<file path="src/rtl/chip_bus_slave_mem.sv">
// rtl/chip_bus_slave_mem.sv - chip bus slave responder backed by a DEPTH x 64-bit register memory
// Optional build macro: PARITY_CHECK_EN (write-data even-parity check; rparity is always generated).
module chip_bus_slave_mem #(
  parameter int DEPTH       = 16,
  parameter int WAIT_CYCLES = 2
) (
  input  logic        clock_i,
  input  logic        reset_i,
  input  logic        request_i,
  input  logic        write_i,
  input  logic [63:0] address_i,
  input  logic [63:0] wdata_i,
  input  logic        wparity_i,
  output logic        grant_o,
  output logic        ready_o,
  output logic [63:0] rdata_o,
  output logic        rparity_o,
  output logic        error_o,
  output logic [7:0]  err_count_o
);

  localparam int AW = $clog2(DEPTH);
  localparam logic [3:0] WAIT_INIT = 4'(WAIT_CYCLES);

  localparam logic [2:0] S_IDLE = 3'd0;
  localparam logic [2:0] S_GNT  = 3'd1;
  localparam logic [2:0] S_WAIT = 3'd2;
  localparam logic [2:0] S_DONE = 3'd3;
  localparam logic [2:0] S_REL  = 3'd4;

  logic [2:0]  state_q, state_d;
  logic [3:0]  cnt_q, cnt_d;
  logic        wr_q, wr_d;
  logic [63:0] addr_q, addr_d;
  logic [63:0] wdata_q, wdata_d;
  logic        grant_q, grant_d;
  logic        ready_q, ready_d;
  logic [63:0] rdata_q, rdata_d;
  logic        rpar_q, rpar_d;
  logic        error_q, error_d;
  logic [7:0]  err_cnt_q, err_cnt_d;

  logic [63:0] mem_q [DEPTH];

  logic [AW-1:0] idx;
  logic          range_err;
  logic          parity_err;
  logic          err;
  logic          do_commit;

  assign idx       = addr_q[AW-1:0];
  assign range_err = |addr_q[63:AW];

`ifdef PARITY_CHECK_EN
  logic wpar_q, wpar_d;
  assign parity_err = wr_q & (wpar_q != ^wdata_q);
`else
  logic unused_wparity;
  assign unused_wparity = wparity_i;
  assign parity_err     = 1'b0;
`endif

  assign err       = range_err | parity_err;
  assign do_commit = (state_q == S_DONE) & wr_q & ~err;

  always_comb begin
    state_d   = state_q;
    cnt_d     = cnt_q;
    wr_d      = wr_q;
    addr_d    = addr_q;
    wdata_d   = wdata_q;
`ifdef PARITY_CHECK_EN
    wpar_d    = wpar_q;
`endif
    err_cnt_d = err_cnt_q;
    // Response outputs are single-cycle: they default low every cycle.
    grant_d   = 1'b0;
    ready_d   = 1'b0;
    rdata_d   = 64'd0;
    rpar_d    = 1'b0;
    error_d   = 1'b0;

    case (state_q)
      S_IDLE: begin
        if (request_i) begin
          wr_d    = write_i;
          addr_d  = address_i;
          wdata_d = wdata_i;
`ifdef PARITY_CHECK_EN
          wpar_d  = wparity_i;
`endif
          state_d = S_GNT;
        end
      end
      S_GNT: begin
        if (!request_i) begin
          state_d = S_IDLE;
        end else begin
          grant_d = 1'b1;
          cnt_d   = WAIT_INIT;
          state_d = (WAIT_INIT != 4'd0) ? S_WAIT : S_DONE;
        end
      end
      S_WAIT: begin
        // A dropped request wins over reaching the end of the wait count.
        if (!request_i) begin
          state_d = S_IDLE;
        end else begin
          grant_d = 1'b1;
          cnt_d   = cnt_q - 4'd1;
          if (cnt_q == 4'd1) state_d = S_DONE;
        end
      end
      S_DONE: begin
        grant_d = 1'b1;
        ready_d = 1'b1;
        error_d = err;
        if (!wr_q && !range_err) rdata_d = mem_q[idx];
        rpar_d  = ^rdata_d;
        if (err && err_cnt_q != 8'hFF) err_cnt_d = err_cnt_q + 8'd1;
        state_d = S_REL;
      end
      S_REL: begin
        if (!request_i) state_d = S_IDLE;
      end
      default: state_d = S_IDLE;
    endcase
  end

  always_ff @(posedge clock_i or posedge reset_i) begin
    if (reset_i) begin
      state_q   <= S_IDLE;
      cnt_q     <= 4'd0;
      wr_q      <= 1'b0;
      addr_q    <= 64'd0;
      wdata_q   <= 64'd0;
`ifdef PARITY_CHECK_EN
      wpar_q    <= 1'b0;
`endif
      grant_q   <= 1'b0;
      ready_q   <= 1'b0;
      rdata_q   <= 64'd0;
      rpar_q    <= 1'b0;
      error_q   <= 1'b0;
      err_cnt_q <= 8'd0;
    end else begin
      state_q   <= state_d;
      cnt_q     <= cnt_d;
      wr_q      <= wr_d;
      addr_q    <= addr_d;
      wdata_q   <= wdata_d;
`ifdef PARITY_CHECK_EN
      wpar_q    <= wpar_d;
`endif
      grant_q   <= grant_d;
      ready_q   <= ready_d;
      rdata_q   <= rdata_d;
      rpar_q    <= rpar_d;
      error_q   <= error_d;
      err_cnt_q <= err_cnt_d;
    end
  end

  // Storage is deliberately left out of reset.
  always_ff @(posedge clock_i) begin
    if (do_commit) mem_q[idx] <= wdata_q;
  end

  assign grant_o     = grant_q;
  assign ready_o     = ready_q;
  assign rdata_o     = rdata_q;
  assign rparity_o   = rpar_q;
  assign error_o     = error_q;
  assign err_count_o = err_cnt_q;

endmodule

</file>
<file path="config.mk">
export PLATFORM = sky130hd
export DESIGN_NAME = chip_bus_slave_mem
export DESIGN_NICKNAME = d
export VERILOG_FILES = /design/src/rtl/chip_bus_slave_mem.sv
export SDC_FILE = /design/constraint.sdc
export NUM_CORES = 1
export LEC_CHECK = 0
export CAP_MARGIN = 5
export CORE_MARGIN = 3
export CORE_UTILIZATION = 50
export CTS_BUF_LIST = sky130_fd_sc_hd__clkbuf_8 sky130_fd_sc_hd__clkbuf_16
export DETAILED_ROUTE_END_ITERATION = 10
export HOLD_SLACK_MARGIN = 0.08
export PLACE_DENSITY = 0.68
export SLEW_MARGIN = 20
export SYNTH_ARGS = -nofsm -noshare
export SYNTH_HDL_FRONTEND = slang
export SYNTH_SLANG_ARGS = --single-unit
</file>
<file path="constraint.sdc">
create_clock -name clock_i -period 7.9 [get_ports clock_i]
set_input_delay 1.58 -clock clock_i [delete_from_list [all_inputs] [get_ports clock_i]]
set_output_delay 1.58 -clock clock_i [all_outputs]
set_load 0.01 [all_outputs]
</file>
---- Word level (Yosys, flattened, before mapping) ----
Memory sizes are Yosys's and may differ from the RTL's.
Cells that the tools add are included.
storage, ports and cells
  bits in registers ....................... 212
  RAM bits ................................ 1024
  input port bits ......................... 133
  output and inout port bits .............. 76
  logic and storage cells ................. 60
  memories ................................ 1
cells by class
  $add $sub $neg .......................... 2
  equal/unequal tests ..................... 11
  muxes and demuxes ....................... 19
  bitwise gates (word level) .............. 3
  reductions and logical operators ........ 13
memory list
  name   words  width  read ports  clocked after memory_dff  write ports  RTL line  RTL
  mem_q  16     64     1           0                         1            43        logic [63:0] mem_q [DEPTH];
operators with widths
  kind                                              count
  two-way mux 64 bit                                3
  XOR reduction 64 bit                              1
  OR reduction 60 bit                               1
  case mux 3 bit (5 select lines)                   1
  two-way mux 3 bit                                 4
  adder 8 x 1 -> 8 bit, second input constant       1
  two-way mux 4 bit                                 2
  inequality test 2 bit, second input constant      4
  inequality test 8 bit, second input constant      1
  case mux 4 bit (2 select lines)                   1
  == test 3 x 2 -> 1 bit, second input constant     2
  two-way mux 1 bit                                 6
  AND reduction 3 bit                               2
  == test 4 x 1 -> 1 bit, second input constant     1
  AND reduction 2 bit                               2
  subtractor 4 x 1 -> 4 bit, second input constant  1
  == test 3 x 1 -> 1 bit, second input constant     1
  == test 3 bit, second input constant              1
  logical NOT 3 bit                                 1
  inequality test 3 bit, second input constant      1
  bitwise AND 1 bit                                 2
  logical AND 1 bit                                 2
  logical NOT 1 bit                                 2
  two-way mux 2 bit                                 1
  4 further kinds                                   4

---- Depth between registers and ports, before layout ----
  depth after elaboration ................. 7
  mapped depth ............................ 13
  mapped depth without buffers ............ 10

---- Worst setup path before layout ----
Ideal clock, no wire load.
  kind .................................... register to register
  start ................................... register addr_q[14]
  end ..................................... memory mem_q[0][0] (enable)
  arrival time ............................ 6.014 ns
  slack ................................... 1.321 ns
  cell stages (with the launch flop) ...... 8
  buffers on the path ..................... 0
  clock period less this slack ............ 6.579 ns
  path through ............................ dfrtp_1 -> nor4_1 -> nand4_1 -> nor4_1 -> and2_1 -> nand2_1 -> or3_1 -> nor3_1
between the ends
  longest elaborated chain between the ends .. 5
ends and longest elaborated chain
  element                                  RTL line  RTL
  start: declaration                       34        logic [63:0] addr_q, addr_d;
  start signal: assignment                 150       addr_q <= addr_d;
  OR reduction 60 bit                      52        assign range_err = |addr_q[63:AW];
  inverter 1 bit                           64        assign do_commit = (state_q == S_DONE) & wr_q & ~err;
  bitwise AND 1 bit                        64
  two-way mux 1 bit                        166       if (do_commit) mem_q[idx] <= wdata_q;
  two-way mux 1 bit (not written as such)  166
  end: declaration                         43
Every way passes these cells.

---- Worst setup path after layout ----
  start ................................... register addr_q[29]
  end ..................................... memory mem_q[4][7] (enable)
Same word-level chain as after synthesis.

==> summary.md <==
| Metric | Value |
|---|---|
| Hold path startpoint | err_count_o[5]$_DFFE_PP0P_ |
| Slew margin rel. | 27.6% |
| Period utilization | 57.2% |
| GRT overflow | 0 |
| CTS Buffer Depth | 3 |
| Setup ws final | 3.38 ns |
| Site Rows | 111 |
| Dpl ws | 3.34 ns |
| Wire per inst | 28.0 um |
| Post-layout util | 58.9% |
| Vias | 22,300 |
| Peak VDD IR | 0.000723 V |
| # H-tree levels | 3 |
| Mapped Area | 46,700 um^2 |
| Worst hold path class | reg -> reg |
| Total GRT Usage | 21.9% |
| Final hold vios | 0 |
| 1st-iter DRT viols | 2,379 |
| Startpoint Class | register |
| Initial antenna violation count | 1 |
| Clock Skew | 0.0305 ns |
| Post-CTS setup buffer count | 0 |
| Core footprint | 92,100 um^2 |
| Setup tns final | 0 ns |
| PostCTS Resize Cnt | 0 |
| Mean post-synth cell area | 21.6 um^2 |
| CTS clk-pin slew, worst paths | 0.06 ns |
| WP data required | 8.22 ns |
| Die H | 312 um |
| Worst Path Arrival | 4.84 ns |
| Num CTS Buffers | 120 |
| Initial core utilization | 50.7% |
| Yosys cell types | 37 |
| Met2 Wirelength | 51,900 um |
| Met3 Routed Length | 8980 um |
| TritonCTS clock tree | yes |
| Final Non-Filler Cells | 3,772 |
| Crit path from | addr_q[29]$_DFFE_PP0P_ |
| First-pass GRT wire length | 157,000 um |
| Met1 wire length | 41,600 um |
| FMAX | 221 MHz |
| Final wirelength | 105,000 um |
| CP Capture Type | register |
| Seq/Total Area, Yosys | 77.2% |
| Vias in the first global route | 23,700 |
| FF-to-FF Start | addr_q[29]$_DFFE_PP0P_ |
| Worst setup path class | reg -> reg |
| Die width | 312 um |
| Clk Latency, worst-skew pair | 0.71 ns |
| Power per cell area | 395 nW/um^2 |
| Placed cell count | 3,544 |
| Inserted Diodes | 0 |
| Port bufs | 207 |
| # setup viols final | 0 |
| DRC Markers | 0 |
| CTS sink cnt | 1,236 |
| Syn-to-layout area delta | 16.1% |
| FF+latch count, synth | 1,236 |
| Syn Nets | 2,301 |
| Final Critical Period | 4.52 ns |
| Yosys warning total | 0 |
| Hold-fix buffers at CTS | 0 |
| Top Layer Used | met4 |
| Die area | 97,100 um^2 |
| Dpl hpwl | 57,300 um |
| Drt pass-1 iters | 5 |
| Status | finished, final reports clean |
| Worst-path maximum fanout | 42 |
| Routed vias/inst | 5.92 |
| IO Pins | 209 |
| Clk root buf | clkbuf_16 |
| Unrepaired setup endpoints after global routing | false |
| Mapped Cells | 2,165 |
| Fill cells | 6,491 |
| Routability cong. | 0.755 |
| Worst slew pin tran | 1.09 ns |
| Slew Limit Fails | 0 |
| Lkg Pwr | 0.0181 uW |
| Largest net degree at the start of global routing | 135 |
| Share of cells above drive strength 1 | 25.5% |
| Max Cap Viol | 0 |
| ANT nets after route | 0 |
| Final net count | 2,559 |
==> state kept, by name, summed over array words and instances, names as in the netlist <==
register	count
ready_o	1
error_o	1
rparity_o	1
grant_o	1
mem_q	1024
cnt_q	4
addr_q	64
state_q	3
wr_q	1
err_count_o	8
wdata_q	64
rdata_o	64
==> metrics by stage <==
stage	total power [uW]	area, um^2	hold WS, ns
after detailed placement	15900	50200	0.497
final	21400	54200	0.506
after global placement	15700	50200	0.477
after global routing	22300	54200	0.525
after floorplan	14100	46700	0.481
after CTS	21600	54200	0.512
==> critical path: stages, from the launching register on <==
cell and delay (ns):
dfrtp_1 0.38, nor4_1 0.32, nand4_1 0.22, nor4_1 0.46, and2_1 0.41, nand2_1 0.15, or3_1 0.48, nor2_4 0.84
buf_4 0.83
==> worst paths after layout <==
check,endpoint,slack (ns),depth (start not counted)
setup / recovery,mem_q[4][7]$_DFFE_PP_,3.38,8
hold / removal,err_count_o[5]$_DFFE_PP0P_,0.51,1
setup reg to reg,mem_q[4][7]$_DFFE_PP_,3.38,8
hold reg to reg,err_count_o[5]$_DFFE_PP0P_,0.51,1
max in group asynchronous,addr_q[0]$_DFFE_PP0P_,4.95,3
min in group asynchronous,rdata_o[17]$_DFF_PP0_,1.44,2
==> cell usage after synthesis <==
master,number,area [um^2]
edfxtp_1,1024,30700
dfrtp_1,212,5310
a21oi_1,68,340
nor4_1,17,106
inv_1,5,18.8
o22ai_1,1,6.26
nand3b_1,1,7.51
nor2_1,21,78.8
clkbuf_1,53,199
a22oi_1,113,848
and2b_1,1,7.51
mux2i_1,1,10.0
xnor2_1,58,508
ha_1,3,37.5
mux4_2,256,5770
nand2b_1,4,25.0
mux2_2,130,1460
and2_1,6,37.5
buf_1,15,56.3
xnor2_2,2,32.5
and3_1,1,6.26
nor2b_1,3,18.8
buf_6,16,180
nor3_1,5,25.0
nand2_1,75,282
a22oi_2,15,188
o21ai_0,4,20.0
o21a_1,1,7.51
nand3_1,4,20.0
xor2_1,11,96.3
o2bb2ai_1,1,8.76
or3_1,2,12.5
nor3b_1,1,7.51
buf_4,5,37.5
buf_2,22,110
a211oi_1,1,7.51
nand4_1,7,43.8
==> metal layers <==
| metal | vias to the layer above | GRT usage, % |
|---|---|---|
| met5 | - | 0 |
| met4 | 0 | 6.42 |
| met3 | 168 | 5.22 |
| met2 | 930 | 35.6 |
| met1 | 11800 | 29.9 |
| li1 | 9415 | - |
==> cell type report <==
class / instances / area, um^2 / area share (%)
clock buffers: 133 / 3240 / 5.97
flip-flops and latches: 1236 / 36100 / 66.5
clock inverters: 95 / 758 / 1.40
well taps: 1243 / 1560 / 2.87
multi-input cells: 813 / 10100 / 18.7
inverters: 5 / 26.3 / 0.0485
repair buffers: 247 / 2420 / 4.47
==> cell usage in the layout (no fill, tap or decap), drive strengths merged, types with 2 or more instances in the layout <==
master,n
nand2b,4
nor3,5
edfxtp,1024
inv,40
nor2b,3
nor4,17
xnor2,60
clkinvlp,3
clkdlybuf4s50,207
nand4,7
ha,3
nand3,4
clkbuf,133
nand2,75
mux4,256
nor2,21
and2,6
a22oi,128
o21ai,4
dfrtp,212
bufinv,11
mux2,130
xor2,11
clkinv,46
a21oi,68
or3,2
buf,40
==> kinds of logic after synthesis <==
family | share of synthesized area [%]
muxes | 15.5
buffers and inverters | 1.29
adders and majority gates | 0.0804
xor gates and xnor gates | 1.36
DFF | 77.2
AOI/OAI and AO/OA | 3.06
and+or+nand+nor | 1.45
==> power breakdown <==
part           internal, uW  switching, uW
sequential             8240            965
clock                  3290           2390
combinational          3190           3320
total                 14700           6680
No activity file was read; power rests on OpenSTA's default activity.
